File: config.mk
export PLATFORM = sky130hd
export DESIGN_NAME = uart_rx_frontend
export DESIGN_NICKNAME = d
export VERILOG_FILES = /design/src/rtl/uart_pkg.sv /design/src/rtl/uart_baud_cnt.sv /design/src/rtl/uart_rx_frontend.sv
export SDC_FILE = /design/constraint.sdc
export NUM_CORES = 1
export LEC_CHECK = 0
export BUFFER_PORTS_ARGS = -buffer_cell sky130_fd_sc_hd__buf_2
export CAP_MARGIN = 20
export CORE_ASPECT_RATIO = 0.8
export CORE_MARGIN = 10
export CORE_UTILIZATION = 55
export DETAILED_ROUTE_END_ITERATION = 6
export GPL_ROUTABILITY_DRIVEN = 0
export GPL_TIMING_DRIVEN = 0
export HOLD_SLACK_MARGIN = 0.02
export PLACE_DENSITY = 0.75
export SLEW_MARGIN = 10
export SYNTH_ARGS = -nofsm -noshare
export SYNTH_HDL_FRONTEND = slang
export SYNTH_SLANG_ARGS = --single-unit
File: constraint.sdc
create_clock -name clk -period 3.2 [get_ports clk]
set_input_delay 0.64 -clock clk [delete_from_list [all_inputs] [get_ports clk]]
set_output_delay 0.64 -clock clk [all_outputs]
set_load 0.01 [all_outputs]
File: src/rtl/uart_pkg.sv
// Shared definitions for the UART receive and transmit paths.
package uart_pkg;

  localparam int unsigned DATA_BITS = 8;

  typedef enum logic [2:0] {
    StIdle,
    StStart,
    StData,
    StStop,
    StBreak
  } uart_state_e;

  // Clocks per bit, rounded to the nearest integer.
  function automatic int unsigned calc_div(input int unsigned clk_hz, input int unsigned baud);
    return (clk_hz + baud / 2) / baud;
  endfunction

  function automatic int unsigned calc_half(input int unsigned div);
    return div / 2;
  endfunction

endpackage

File: src/rtl/uart_baud_cnt.sv
// Loadable down-counter; tick marks a bit sample point and the counter then reloads one bit period.
module uart_baud_cnt #(
  parameter int unsigned Width  = 6,
  parameter int unsigned Reload = 51
) (
  input  logic             clk,
  input  logic             rst,
  input  logic             load,
  input  logic [Width-1:0] load_val,
  input  logic             en,
  output logic             tick
);

  localparam logic [Width-1:0] ReloadVal = Width'(Reload);

  logic [Width-1:0] cnt_q, cnt_d;

  assign tick = (cnt_q == '0);

  always_comb begin
    cnt_d = cnt_q;
    if (load) begin
      cnt_d = load_val;
    end else if (en) begin
      cnt_d = tick ? ReloadVal : cnt_q - Width'(1);
    end
  end

  always_ff @(posedge clk) begin
    if (!rst) begin
      cnt_q <= '0;
    end else begin
      cnt_q <= cnt_d;
    end
  end

endmodule

File: src/rtl/uart_rx_frontend.sv
// 8N1 UART receive front end: two-flop synchroniser, mid-bit sampling FSM and a one-entry
// valid/ready holding register with framing-error and overrun pulses.
module uart_rx_frontend
  import uart_pkg::*;
#(
  parameter int unsigned CLK_HZ = 6000000,
  parameter int unsigned BAUD   = 115200
) (
  input  logic                 clk,
  input  logic                 rst,
  input  logic                 rx,
  output logic [DATA_BITS-1:0] data,
  output logic                 valid,
  input  logic                 ready,
  output logic                 frame_err,
  output logic                 overrun,
  output logic                 busy
);

  localparam int unsigned DIV     = calc_div(CLK_HZ, BAUD);
  localparam int unsigned HALF    = calc_half(DIV);
  localparam int unsigned CntW    = $clog2(DIV);
  localparam int unsigned BitCntW = $clog2(DATA_BITS + 1);

  localparam logic [CntW-1:0]    HalfLoad = CntW'(HALF - 1);
  localparam logic [BitCntW-1:0] LastBit  = BitCntW'(DATA_BITS - 1);

  logic s1_q, s2_q;

  uart_state_e state_q, state_d;

  logic [DATA_BITS-1:0] shift_q, shift_d;
  logic [BitCntW-1:0]   bitcnt_q, bitcnt_d;
  logic                 pend_q, pend_d;
  logic [DATA_BITS-1:0] data_q, data_d;
  logic                 valid_q, valid_d;
  logic                 frame_err_q, frame_err_d;
  logic                 overrun_q, overrun_d;

  logic cnt_load, cnt_en, tick;

  uart_baud_cnt #(
    .Width (CntW),
    .Reload(DIV - 1)
  ) u_baud_cnt (
    .clk     (clk),
    .rst     (rst),
    .load    (cnt_load),
    .load_val(HalfLoad),
    .en      (cnt_en),
    .tick    (tick)
  );

  // Frame recovery; pend_d flags a good stop bit for delivery on the following cycle.
  always_comb begin
    state_d     = state_q;
    shift_d     = shift_q;
    bitcnt_d    = bitcnt_q;
    pend_d      = 1'b0;
    frame_err_d = 1'b0;
    cnt_load    = 1'b0;
    cnt_en      = 1'b0;

    unique case (state_q)
      StIdle: begin
        if (!s2_q) begin
          state_d  = StStart;
          cnt_load = 1'b1;
        end
      end
      StStart: begin
        cnt_en = 1'b1;
        if (tick) begin
          if (s2_q) begin
            state_d = StIdle;
          end else begin
            state_d  = StData;
            bitcnt_d = '0;
          end
        end
      end
      StData: begin
        cnt_en = 1'b1;
        if (tick) begin
          shift_d  = {s2_q, shift_q[DATA_BITS-1:1]};
          bitcnt_d = bitcnt_q + BitCntW'(1);
          if (bitcnt_q == LastBit) begin
            state_d = StStop;
          end
        end
      end
      StStop: begin
        cnt_en = 1'b1;
        if (tick) begin
          if (s2_q) begin
            pend_d  = 1'b1;
            state_d = StIdle;
          end else begin
            frame_err_d = 1'b1;
            state_d     = StBreak;
          end
        end
      end
      StBreak: begin
        // Stay here until the line is released so a held-low line is not a new start bit.
        if (s2_q) begin
          state_d = StIdle;
        end
      end
      default: state_d = StIdle;
    endcase
  end

  // Holding register: a consumer handshake in the delivery cycle frees the slot for the new byte.
  always_comb begin
    data_d    = data_q;
    valid_d   = valid_q;
    overrun_d = 1'b0;
    if (pend_q) begin
      if (!valid_q || ready) begin
        data_d  = shift_q;
        valid_d = 1'b1;
      end else begin
        overrun_d = 1'b1;
      end
    end else if (valid_q && ready) begin
      valid_d = 1'b0;
    end
  end

  always_ff @(posedge clk) begin
    if (!rst) begin
      s1_q        <= 1'b1;
      s2_q        <= 1'b1;
      state_q     <= StIdle;
      shift_q     <= '0;
      bitcnt_q    <= '0;
      pend_q      <= 1'b0;
      data_q      <= '0;
      valid_q     <= 1'b0;
      frame_err_q <= 1'b0;
      overrun_q   <= 1'b0;
    end else begin
      s1_q        <= rx;
      s2_q        <= s1_q;
      state_q     <= state_d;
      shift_q     <= shift_d;
      bitcnt_q    <= bitcnt_d;
      pend_q      <= pend_d;
      data_q      <= data_d;
      valid_q     <= valid_d;
      frame_err_q <= frame_err_d;
      overrun_q   <= overrun_d;
    end
  end

  assign data      = data_q;
  assign valid     = valid_q;
  assign frame_err = frame_err_q;
  assign overrun   = overrun_q;
  assign busy      = (state_q != StIdle);

  err_pulses_exclusive: assert property (@(posedge clk) disable iff (!rst)
    !(frame_err_q && overrun_q));

endmodule

==> results_dict.tcl <==
set metrics [dict create \
    via_per_inst 6.03 \
    hold_viol 0 \
    post_cts_buffers 0 \
    crit_slowest_cell "or3_1" \
    startpoint_type "flop" \
    ys_ff_latch 35 \
    synth_top_family_by_area "compound AO/OA/AOI/OAI gates" \
    seq_area_frac_synth 0.441 \
    status "complete, no violations" \
    yosys-top-cells-count "dfxtp_1, a21oi_1, nand3_1" \
    wl_met1_um 1690 \
    wl_per_cell_um 15.2 \
    path_clk_slew_ps 110 \
    postPlaceCellArea_mm2 0.00171 \
    crit_path_frequent_cell "buf_2" \
    fin_skew_ps 12.3 \
    final_layout_size_suffix_gt1_frac 0.193 \
    worstRegToRegCells 6 \
    cp.required_ps 2560 \
    period_minus_slack_ps 2020 \
    hp-start "s1_q" \
    p_per_area_mw_per_mm2 498 \
    path_buf_inv 2 \
    worstPathArrival_ps 1380 \
    grt_start_max_net_pins 12 \
    cts_resized 0 \
    maxCapViolations 0 \
    synthMuxAreaShare 0.00630 \
    synth_top_cell_by_area "dfxtp_1" \
    worstSkewPairLatency_ps 350 \
    pin_count 16 \
    cts_tree "yes" \
    maxSlewViolCount 0 \
    dr.pass1.iters 4 \
    fp.dieArea_mm2 0.00545 \
    cts.root.buffer_cell "clkbuf_4" \
    wl_met3_um 258 \
    critical_path.top_delay_family "simple AND/OR/NAND/NOR gates" \
    fin_area_mm2 0.00180 \
    syn-mean-instance-area_um2 9.13 \
    synth_area_mm2 0.00159 \
    placementRows 17 \
    fin_setup_tns_ps 0 \
    drt_wl_total_um 3570 \
    initial_utilization 0.574 \
    synthAdderAreaFrac 0.0158 \
    holdBufCountCts 0 \
    pre_cts_ws_ps 1570 \
    area_growth_pct 13.2 \
    die_h_um 68.1 \
    grt_pass1_vias 1325 \
    finalCritPeriodShare 0.631 \
    cts_max_level 2 \
    drcViolationCount 0 \
    postSynthCellCount 174 \
    ys.flop_type "dfxtp_1" \
    vias 1418 \
    track_usage 0.140 \
    synth_top_area_share 0.441 \
    p_leak_nw 0.682 \
    hp-class "flop to flop" \
    portBuffers 15 \
    cts_made_buffers 5 \
    setup_viol 0 \
    wl_met2_um 1580 \
    dp_hpwl_um 2590 \
    cts_buffer_depth 2 \
    antenna_found_initial 0 \
    core_area_mm2 0.00277 \
    finalCoreUtilization 0.650 \
    async_reset_ff_frac 0 \
    tightestPinTransition_ps 644 \
    synthSimpleGateAreaFrac 0.214 \
    worstPathCellList "buf_2, or3_1, buf_2" \
    fmax_mhz 495 \
    grt_first_pass_wirelength_um 6140 \
    n_fill_cell 242 \
    synthTopCellsByArea "dfxtp_1, a21oi_1, nand3_1" \
    r2r_end "shift_q[5]" \
    worstHoldPathCells 1 \
    setup.worst_path.end_class "output port" \
    overflow 0 \
    r2r_start "u_baud_cnt.cnt_q[0]" \
    cts_num_sinks 35 \
    rsz0062_at_grt "no" \
    max_stage_delay_ps 360 \
    fin_nets 202 \
    min_delay_worst_endpoint "s2_q" \
    detail-route-antenna-nets 0 \
    ff2ff_setup_slack_ps 1520 \
    synth-edff-count 0 \
    critPathMaxFanout 10 \
    synth_xor_area_frac 0 \
    slew_headroom 0.567 \
    die_w_um 80.1 \
    highest_layer "met4" \
    diodes 0 \
    critPathKind "flop to output port" \
    ys_warn_count 0 \
    fin_ws_ps 1180 \
    syn-num-nets 180 \
    drt-initial-drc-count 110 \
    synth_compound_area_frac 0.252 \
    ys_types 42 \
    vdd_drop_max_v 0.000317 \
    yosysMostFrequentCell "dfxtp_1" \
]
area by class of cell:
type	instances	area [um2]	share of cell area
buffer	14	88.8	0.0494
clock buffer	6	51.3	0.0286
clock inverter	2	35.0	0.0195
inverter	6	22.5	0.0125
multi-input combinational	119	776	0.432
sequential	35	701	0.390
tap	38	47.5	0.0265
timing repair buffer	15	75.1	0.0418
cell families (layout without fill, tap and decap cells):
logic type | after synthesis | count (layout)
compound gates | 58 | 58
simple gates | 58 | 58
flops | 35 | 35
buf+inv | 20 | 43
fa+ha+maj | 2 | 2
mux | 1 | 1
report_power, final:
| group | leakage, nW | switching, mW | internal (mW) | total (mW) |
|---|---|---|---|---|
| Clock | 0.0482 | 0.150 | 0.185 | 0.335 |
| Combinational | 0.350 | 0.0710 | 0.0367 | 0.108 |
| Sequential | 0.283 | 0.00903 | 0.444 | 0.453 |
| Total | 0.682 | 0.230 | 0.665 | 0.895 |
state kept, by name, summed over array words and instances (netlist names):
signal and flops:
data 8, pend_q 1, overrun 1, bitcnt_q 4, frame_err 1, valid 1
shift_q 8, s1_q 1, u_baud_cnt.cnt_q 6, state_q 3, s2_q 1
per-layer routing:
metal / global-route usage / up-vias
met4: 0.0526 / 0
met1: 0.186 / 661
li1: - / 709
met5: 0 / -
met2: 0.208 / 41
met3: 0.0445 / 7
through the flow:
stage | power, mW | hold slack (ps) | std cells
finish | 0.895 | 427 | 235
global route | 0.931 | 461 | 235
CTS | 0.894 | 431 | 235
detailed placement | 0.568 | 401 | 227
global placement | 0.564 | 396 | 227
floorplan | 0.541 | 386 | 174
how the worst max path moves through the flow:
stage	from	endpoint	slack, ps	depth (start not counted)
after detailed placement	state_q[0]	busy	1570	3
after CTS	state_q[0]	busy	1190	3
final	state_q[1]	busy	1180	3
after floorplan	state_q[0]	busy	1700	2
after global placement	state_q[1]	busy	1580	3
after global routing	state_q[1]	busy	1130	3
cell usage in the layout, fill, tap and decap left out, drive strengths merged, types with 3 or more instances in the layout:
cell / Yosys / routed
nor3: 7 / 7
inv: 6 / 6
a211oi: 5 / 5
o31ai: 9 / 9
or3: 3 / 3
dfxtp: 35 / 35
nand2: 6 / 6
nor4: 3 / 3
nand4b: 3 / 3
clkbuf: 4 / 10
o21ai: 9 / 9
buf: 10 / 25
o31a: 3 / 3
nand3: 18 / 18
nand2b: 4 / 4
a21oi: 18 / 18
No activity file was read; power rests on OpenSTA's default activity.
